===== config.mk =====
export PLATFORM = sky130hd
export DESIGN_NAME = seq_magnitude_comparator
export DESIGN_NICKNAME = d
export VERILOG_FILES = /design/src/rtl/seq_magnitude_comparator.sv
export SDC_FILE = /design/constraint.sdc
export NUM_CORES = 1
export LEC_CHECK = 0
export CAP_MARGIN = 5
export CORE_MARGIN = 4
export CORE_UTILIZATION = 50
export DETAILED_ROUTE_END_ITERATION = 16
export PLACE_DENSITY = 0.79
export SLEW_MARGIN = 25
export SYNTH_ARGS = -nofsm -noshare
export SYNTH_HDL_FRONTEND = slang
export SYNTH_SLANG_ARGS = --single-unit
export TNS_END_PERCENT = 30

===== constraint.sdc =====
create_clock -name clk -period 3.93 [get_ports clk]
set_input_delay 0.786 -clock clk [delete_from_list [all_inputs] [get_ports clk]]
set_output_delay 0.786 -clock clk [all_outputs]
set_load 0.1 [all_outputs]

===== src/rtl/seq_magnitude_comparator.sv =====
// Multi-cycle magnitude comparator. It scans the operands MSB-first, one CHUNK-bit slice
// per cycle, and stops at the first slice where they differ. It handles signed and
// unsigned operands and six relational ops.
module seq_magnitude_comparator #(
  parameter int WIDTH = 32,
  parameter int CHUNK = 8,
  localparam int NCHUNK = WIDTH / CHUNK,
  localparam int CUW = $clog2(NCHUNK + 1)
) (
  input  logic             clk,
  input  logic             rst,
  input  logic             in_valid,
  output logic             in_ready,
  input  logic [WIDTH-1:0] a,
  input  logic [WIDTH-1:0] b,
  input  logic [2:0]       op,
  input  logic             is_signed,
  output logic             out_valid,
  input  logic             out_ready,
  output logic             result,
  output logic             lt_flag,
  output logic             eq_flag,
  output logic [CUW-1:0]   chunks_used,
  output logic [1:0]       dbg_state_o
);

  localparam int IDXW = (NCHUNK > 1) ? $clog2(NCHUNK) : 1;

  // Handshake: a transfer happens on a rising edge where valid && ready are both high.
  // The request side is ready only in IDLE. The result is held while out_valid is high
  // and out_ready is low.
  typedef enum logic [1:0] {IDLE = 2'd0, SCAN = 2'd1, DONE = 2'd2} state_e;

  generate
    if (CHUNK < 1 || CHUNK > WIDTH || (WIDTH % CHUNK) != 0) begin : g_bad_params
      $error("seq_magnitude_comparator: WIDTH must be a positive multiple of CHUNK");
    end
  endgenerate

  state_e           state_q, state_d;
  logic [WIDTH-1:0] a_q, a_d, b_q, b_d;
  logic [2:0]       op_q, op_d;
  logic             signed_q, signed_d;
  logic [IDXW-1:0]  idx_q, idx_d;
  logic             result_q, result_d, lt_q, lt_d, eq_q, eq_d;
  logic [CUW-1:0]   cu_q, cu_d;
  logic [CHUNK-1:0] slice_a, slice_b;

  function automatic logic eval_op(input logic [2:0] rel, input logic lt, input logic eq);
    case (rel)
      3'd0:    return lt;
      3'd1:    return lt | eq;
      3'd2:    return ~lt & ~eq;
      3'd3:    return ~lt;
      3'd4:    return eq;
      3'd5:    return ~eq;
      default: return 1'b0;
    endcase
  endfunction

  // Flipping the sign bit of the top slice turns the signed order into the unsigned order.
  always_comb begin
    slice_a = '0;
    slice_b = '0;
    for (int i = 0; i < NCHUNK; i++) begin
      if (idx_q == IDXW'(i)) begin
        slice_a = a_q[i*CHUNK +: CHUNK];
        slice_b = b_q[i*CHUNK +: CHUNK];
      end
    end
    if (signed_q && idx_q == IDXW'(NCHUNK - 1)) begin
      slice_a[CHUNK-1] = ~slice_a[CHUNK-1];
      slice_b[CHUNK-1] = ~slice_b[CHUNK-1];
    end
  end

  always_comb begin
    state_d  = state_q;
    a_d      = a_q;
    b_d      = b_q;
    op_d     = op_q;
    signed_d = signed_q;
    idx_d    = idx_q;
    result_d = result_q;
    lt_d     = lt_q;
    eq_d     = eq_q;
    cu_d     = cu_q;
    case (state_q)
      IDLE: begin
        if (in_valid) begin
          a_d      = a;
          b_d      = b;
          op_d     = op;
          signed_d = is_signed;
          idx_d    = IDXW'(NCHUNK - 1);
          state_d  = SCAN;
        end
      end
      SCAN: begin
        if (slice_a != slice_b || idx_q == '0) begin
          lt_d     = slice_a < slice_b;
          eq_d     = slice_a == slice_b;
          result_d = eval_op(op_q, lt_d, eq_d);
          cu_d     = CUW'(NCHUNK) - CUW'(idx_q);
          state_d  = DONE;
        end else begin
          idx_d = idx_q - IDXW'(1);
        end
      end
      DONE: begin
        if (out_ready) state_d = IDLE;
      end
      default: state_d = IDLE;
    endcase
  end

  always_ff @(posedge clk or posedge rst) begin
    if (rst) begin
      state_q  <= IDLE;
      a_q      <= '0;
      b_q      <= '0;
      op_q     <= '0;
      signed_q <= 1'b0;
      idx_q    <= '0;
      result_q <= 1'b0;
      lt_q     <= 1'b0;
      eq_q     <= 1'b0;
      cu_q     <= '0;
    end else begin
      state_q  <= state_d;
      a_q      <= a_d;
      b_q      <= b_d;
      op_q     <= op_d;
      signed_q <= signed_d;
      idx_q    <= idx_d;
      result_q <= result_d;
      lt_q     <= lt_d;
      eq_q     <= eq_d;
      cu_q     <= cu_d;
    end
  end

  assign in_ready    = (state_q == IDLE);
  assign out_valid   = (state_q == DONE);
  assign result      = result_q;
  assign lt_flag     = lt_q;
  assign eq_flag     = eq_q;
  assign chunks_used = cu_q;
  assign dbg_state_o = state_q;

endmodule


Word-level counts from Yosys, hierarchy flattened
Index checks and enable logic that the tools add are counted.

operators by class
  $add $sub $neg = 2
  equal/unequal tests = 16
  muxes and demuxes = 18
  bitwise gates (word level) = 6
  reduce and logical (&&, ||, !) cells = 10
  $lt $le $gt $ge = 1

operators with widths
  operator                                                            number
  8-bit 2-to-1 mux                                                    8
  2-bit 2-to-1 mux                                                    5
  8-bit == test                                                       1
  8-bit < comparator                                                  1
  8-bit != test                                                       1
  2-bit == test, second input constant                                3
  3-bit by 2-bit == test with 1-bit output, second input constant     2
  3-bit == test, second input constant                                2
  2-bit != test, second input constant                                3
  1-bit one-hot mux with 6 select lines                               1
  2-bit one-hot mux with 3 select lines                               1
  3-bit AND reduction                                                 2
  2-bit by 1-bit == test with 1-bit output, second input constant     2
  2-bit zero test                                                     2
  1-bit NOT                                                           4
  2-bit one-hot mux with 2 select lines                               1
  2-bit AND reduction                                                 2
  3-bit by 1-bit == test with 1-bit output, second input constant     1
  3-bit zero test                                                     1
  3-bit by 2-bit subtractor with 3-bit output, first input constant   1
  1-bit 2-to-1 mux                                                    2
  2-bit by 1-bit != test with 1-bit output, second input constant     1
  2-bit nonzero test                                                  1
  2-bit by 1-bit subtractor with 2-bit output, second input constant  1
  other kinds (4)                                                     4

word-level totals
  input port bits = 72
  bits in registers = 78

Depth between registers and ports, before layout
  depth in word-level cells = 11
  gate-level depth with buffers = 14
  gate-level depth less buffers = 13

Least setup slack after synthesis
Ideal clock, no wire load.

  path type = register to register
  start point = register state_q[1] (netlist: dbg_state_o[1])
  end point = register a_q[0]
  path buffers = 2
  stages on the path, launching flop included = 6
  data arrival time = 3.138 ns
  period minus slack after synthesis = 3.263 ns
  setup slack = 0.667 ns
  required time = 3.805 ns
  library setup time = 0.125 ns
  cell sequence = dfrtp_1 nor2_1 and2_1 buf_2 buf_2 mux2_2

between the ends
  cells in the longest elaborated chain, start to end = 2

RTL lines
  element                               RTL line  text
  start: declaration                    40        state_e state_q, state_d;
  start signal: assignment              130       state_q <= state_d;
  2-bit zero test                       -
  net in_ready                          13        output logic in_ready,
  2-bit AND reduction (no source line)  -
  end signal: assignment                120       a_q <= '0;
  end signal: assignment                131       a_q <= a_d;
  end: declaration                      41        logic [WIDTH-1:0] a_q, a_d, b_q, b_d;

The timed path passes the listed nets, and every way through them passes these cells.
A chain may end at the register's enable or synchronous reset.

Worst setup path in the final report
  start point = register idx_q[1]
  end point = register result_q (netlist: result)

between the ends
  cells in the longest elaborated chain, start to end = 11

RTL lines
  element                                                     RTL line    text
  start: declaration                                          44          logic [IDXW-1:0] idx_q, idx_d;
  start signal: assignment                                    135         idx_q <= idx_d;
  2-bit zero test                                             66, 100
  8-bit 2-to-1 mux (4 in a row)                               66          if (idx_q == IDXW'(i)) begin
  1-bit NOT (on tied branches)                                72, 73
  1-bit 2-to-1 mux                                            71          if (signed_q && idx_q == IDXW'(NCHUNK - 1)) begin
  8-bit < comparator / 8-bit == test (equally long branches)  101, 102
  1-bit NOT (on tied branches)                                53, 54, 56
  1-bit bitwise AND                                           53          3'd2: return ~lt & ~eq;
  1-bit one-hot mux with 6 select lines                       50          case (rel)
  end signal: assignment                                      136         result_q <= result_d;
  end: declaration                                            45          logic result_q, result_d, lt_q, lt_d, eq_q, eq_d;

Parallel ways exist; a longest one is shown, timed or not.

==> metrics list <==
- Seq. cell area: 1952 µm²
- Final std cell area, no fill: 4782 µm²
- Total number of vias: 2,633
- For the worst setup path, the data required time is 4.16 ns.
- Syn nets: 388
* Pre-CTS setup slack: 0.5715 ns
- Number of pins with negative max-slew slack in the final report: 0
- Number of global-route vias before repair: 2,734
- Total I/O pin count: 82
* Wire length of the first global-routing pass: 13.21 mm
- The die is 93.99 µm tall.
- Fraction of final layout cells with drive strength greater than 1: 24.68%
* First-pass iteration count of the detailed router: 5
* CTS-repair resized insts: 0
- The worst setup path is captured at a flop.
- Post-synthesis instance area: 3697 µm²
* Setup fix buffers added after clock tree synthesis: 0
- Placement row count: 31
- Final-report hold violation count: 0
- Clock Latency Late Sink: 0.34 ns
* Number of sinks handled by clock tree synthesis: 78
- Using the TritonRoute via totals, the vias-per-cell ratio works out to 5.395.
* Transition time at the pin with the least slew margin: 0.9757 ns
* Power Dens Cells: 711.1 nW/µm²
- Worst min-delay path class: flop to flop
* Post-Layout Cell Count: 488
- Post-cts hold buffer count: 0
- Share of the cycle needed by the critical path after routing: 85.94%
- Layout Skew: 0.005314 ns
- Input and output buffers added on the ports amount to 81.
- Summed over all nets, the half-perimeter wirelength after detailed placement is 5.885 mm.
- Across every metal layer, demand over resource in global routing totals 19.18%.
- For this run the aggregate overflow at the end of global routing stands at 0.
- Mapped Avg Cell Area: 12.16 µm²
- Yosys reg bits: 78
* Leakage power total: 1.938 nW
* CTS tree: yes
* Warning count from the yosys run: 0
- Cells fill 66.29% of the core in the end.
- Unique masters post-synth: 34
- The die covers 8834 µm².
- Among all flip-flop cells after synthesis, the most frequent one is sky130_fd_sc_hd__dfrtp_1.
- CORE AREA: 7214 µm²
- Entering global routing, the biggest net connects 50 pins.
* Routed wire length per instance: 16.10 µm
* Final setup margin: 0.5527 ns
* First DRT Iteration DRCs: 76
- Worst-path clk slew: 0.08 ns
- In the final layout, the multi-input gates occupy 1650 µm².
* Routed wire length: 7.857 mm
- Root Buffer Master: sky130_fd_sc_hd__clkbuf_8
- Proportion of synthesized chip area in sequential cells: 52.79%
- Signed area change from the synthesized netlist to the final layout: 29.34%
- Cell count after placement: 472
- The run finished with clean final reports.
- At the end of routability-driven placement, the weighted congestion stood at 0.8171.
- Antenna Cells: 0
- The critical path is of the flop to flop type.
* Setup violators final: 0
- Counting the fill cells in the layout gives 578.
* Cell count after synthesis: 304
* Post-route total power: 3.401 mW
- Die W: 93.99 µm
* Share of synthesized registers carrying an async set or reset: 100.0%
* Fin Setup TNS: 0 ns
- Max_slew headroom: 34.75%
- Along the worst path, the maximum fanout reaches 10.
- Critical path startpoint category: flop
- Setup repair after global routing missed its margin: no
* Hold Slack: 0.4950 ns
* Number of flops mapped to enable cells by yosys: 0
- VDD sags by at most 0.0003258 V.
* Total CTS buffers: 9
- Final nets: 468
- For the worst setup path, the data arrival time is 3.61 ns.
- Max Clk Rate: 296.1 MHz
- In this run the number of H-tree levels came out at 3.
* Effective utilization at floorplan: 51.25%
* Antenna violations before repair: 0
- Once placement finished, the instance area stood at 4614 µm².
- Antenna-violating nets left: 0
* Max-Cap Viols: 0
* Clock period minus final worst setup slack: 3.377 ns
- No sink is reached through more buffers than the 2 on the longest clock path.
- Post-detailed-route DRC marker count: 0
-- final timing paths --
path                                            startpoint                         end  slack (ns)  cells after the start
worst max-delay path                  idx_q[1]$_DFFE_PP0P_          result$_DFFE_PP0P_        0.55                     12
worst min-delay path            chunks_used[0]$_DFFE_PP0P_  chunks_used[0]$_DFFE_PP0P_        0.49                      2
worst max register to register        idx_q[1]$_DFFE_PP0P_          result$_DFFE_PP0P_        0.55                     12
worst min register to register  chunks_used[0]$_DFFE_PP0P_  chunks_used[0]$_DFFE_PP0P_        0.49                      2
max in group asynchronous                              rst        idx_q[0]$_DFFE_PP0P_        2.17                      3
min in group asynchronous                              rst         b_q[18]$_DFFE_PP0P_        0.78                      2
-- report_power, final --
part / total [mW] / internal [mW] / switching (mW)
Combinational: 1.45 / 0.694 / 0.754
Clock: 0.524 / 0.244 / 0.280
Sequential: 1.43 / 1.19 / 0.239
-- worst max-delay path, stage by stage, from the launching register on --
cell	delay (ns)
sky130_fd_sc_hd__dfrtp_1	0.39
sky130_fd_sc_hd__inv_1	0.08
sky130_fd_sc_hd__ha_1	0.30
sky130_fd_sc_hd__nor2b_1	0.46
sky130_fd_sc_hd__a221oi_1	0.16
sky130_fd_sc_hd__nor3_1	0.23
sky130_fd_sc_hd__a21oi_1	0.09
sky130_fd_sc_hd__ha_1	0.34
sky130_fd_sc_hd__nand4_2	0.14
sky130_fd_sc_hd__a211oi_2	0.06
sky130_fd_sc_hd__a2111oi_1	0.59
sky130_fd_sc_hd__nor4_1	0.13
sky130_fd_sc_hd__a221o_1	0.29
-- flip-flops by register name, indices dropped and copies added (netlist names), 2 cells and up --
| register | cells |
|---|---|
| a_q | 32 |
| b_q | 32 |
| chunks_used | 3 |
| op_q | 3 |
| dbg_state_o | 2 |
| idx_q | 2 |
-- placed cells by master (no fill, tap or decap), types with 2 or more instances in the layout --
master | synthesis | layout
sky130_fd_sc_hd__clkbuf_1 | 9 | 2
sky130_fd_sc_hd__nor3_1 | 8 | 8
sky130_fd_sc_hd__mux2_1 | 2 | 2
sky130_fd_sc_hd__nor2b_1 | 8 | 8
sky130_fd_sc_hd__a21oi_1 | 31 | 31
sky130_fd_sc_hd__nor2_1 | 4 | 4
sky130_fd_sc_hd__dfrtp_1 | 78 | 78
sky130_fd_sc_hd__nand2b_1 | 2 | 2
sky130_fd_sc_hd__clkbuf_8 | 0 | 10
sky130_fd_sc_hd__buf_4 | 0 | 5
sky130_fd_sc_hd__nand2_1 | 22 | 22
sky130_fd_sc_hd__xnor2_1 | 3 | 3
sky130_fd_sc_hd__a211oi_1 | 2 | 2
sky130_fd_sc_hd__a22oi_1 | 2 | 2
sky130_fd_sc_hd__nand3b_1 | 8 | 8
sky130_fd_sc_hd__o21ai_0 | 11 | 11
sky130_fd_sc_hd__clkdlybuf4s50_1 | 0 | 81
sky130_fd_sc_hd__clkinv_2 | 0 | 4
sky130_fd_sc_hd__mux2_2 | 68 | 68
sky130_fd_sc_hd__ha_1 | 12 | 12
sky130_fd_sc_hd__a221oi_1 | 6 | 6
sky130_fd_sc_hd__inv_1 | 5 | 4
-- metal layers --
| metal | routed length (µm) | global-route usage (%) |
|---|---|---|
| met3 | 591 | 4.808 |
| met2 | 3741 | 30.28 |
| met4 | 112 | 6.137 |
| met5 | 0 | 0 |
| met1 | 3412 | 26.03 |
-- cells in the mapped netlist, types with 2 or more instances --
library cell               instances  area, µm²
sky130_fd_sc_hd__nand3b_1          8      60.06
sky130_fd_sc_hd__dfrtp_1          78       1952
sky130_fd_sc_hd__ha_1             12      150.1
sky130_fd_sc_hd__a22oi_1           2      15.01
sky130_fd_sc_hd__mux2_2           68      765.7
sky130_fd_sc_hd__a211oi_1          2      15.01
sky130_fd_sc_hd__buf_2             8      40.04
sky130_fd_sc_hd__nand2_1          22      82.58
sky130_fd_sc_hd__a221oi_1          6      52.55
sky130_fd_sc_hd__xnor2_1           3      26.28
sky130_fd_sc_hd__nor2b_1           8      50.05
sky130_fd_sc_hd__a21oi_1          31      155.2
sky130_fd_sc_hd__nor3_1            8      40.04
sky130_fd_sc_hd__mux2_1            2      22.52
sky130_fd_sc_hd__nor2_1            4      15.01
sky130_fd_sc_hd__o21ai_0          11      55.05
sky130_fd_sc_hd__nand2b_1          2      12.51
sky130_fd_sc_hd__inv_1             5      18.77
sky130_fd_sc_hd__clkbuf_1          9      33.78
-- final cells by class --
type,count,share of cell area (%)
clock buffers,12,3.035
clock inverters,4,0.4710
multi-input cells,203,34.51
flip-flops and latches,78,40.82
well taps,99,2.590
repair buffers,87,18.16
inverters,5,0.4186
-- cell families after synthesis --
group	after synthesis	synth area share, %
AOI/OAI and AO/OA	59	9.882
DFF	78	52.79
muxes	70	21.32
and+or+nand+nor	59	8.630
buffers and inverters	23	2.606
xor gates and xnor gates	3	0.7108
adders and majority gates	12	4.061
Note: power is estimated with default switching activity, not from simulation.
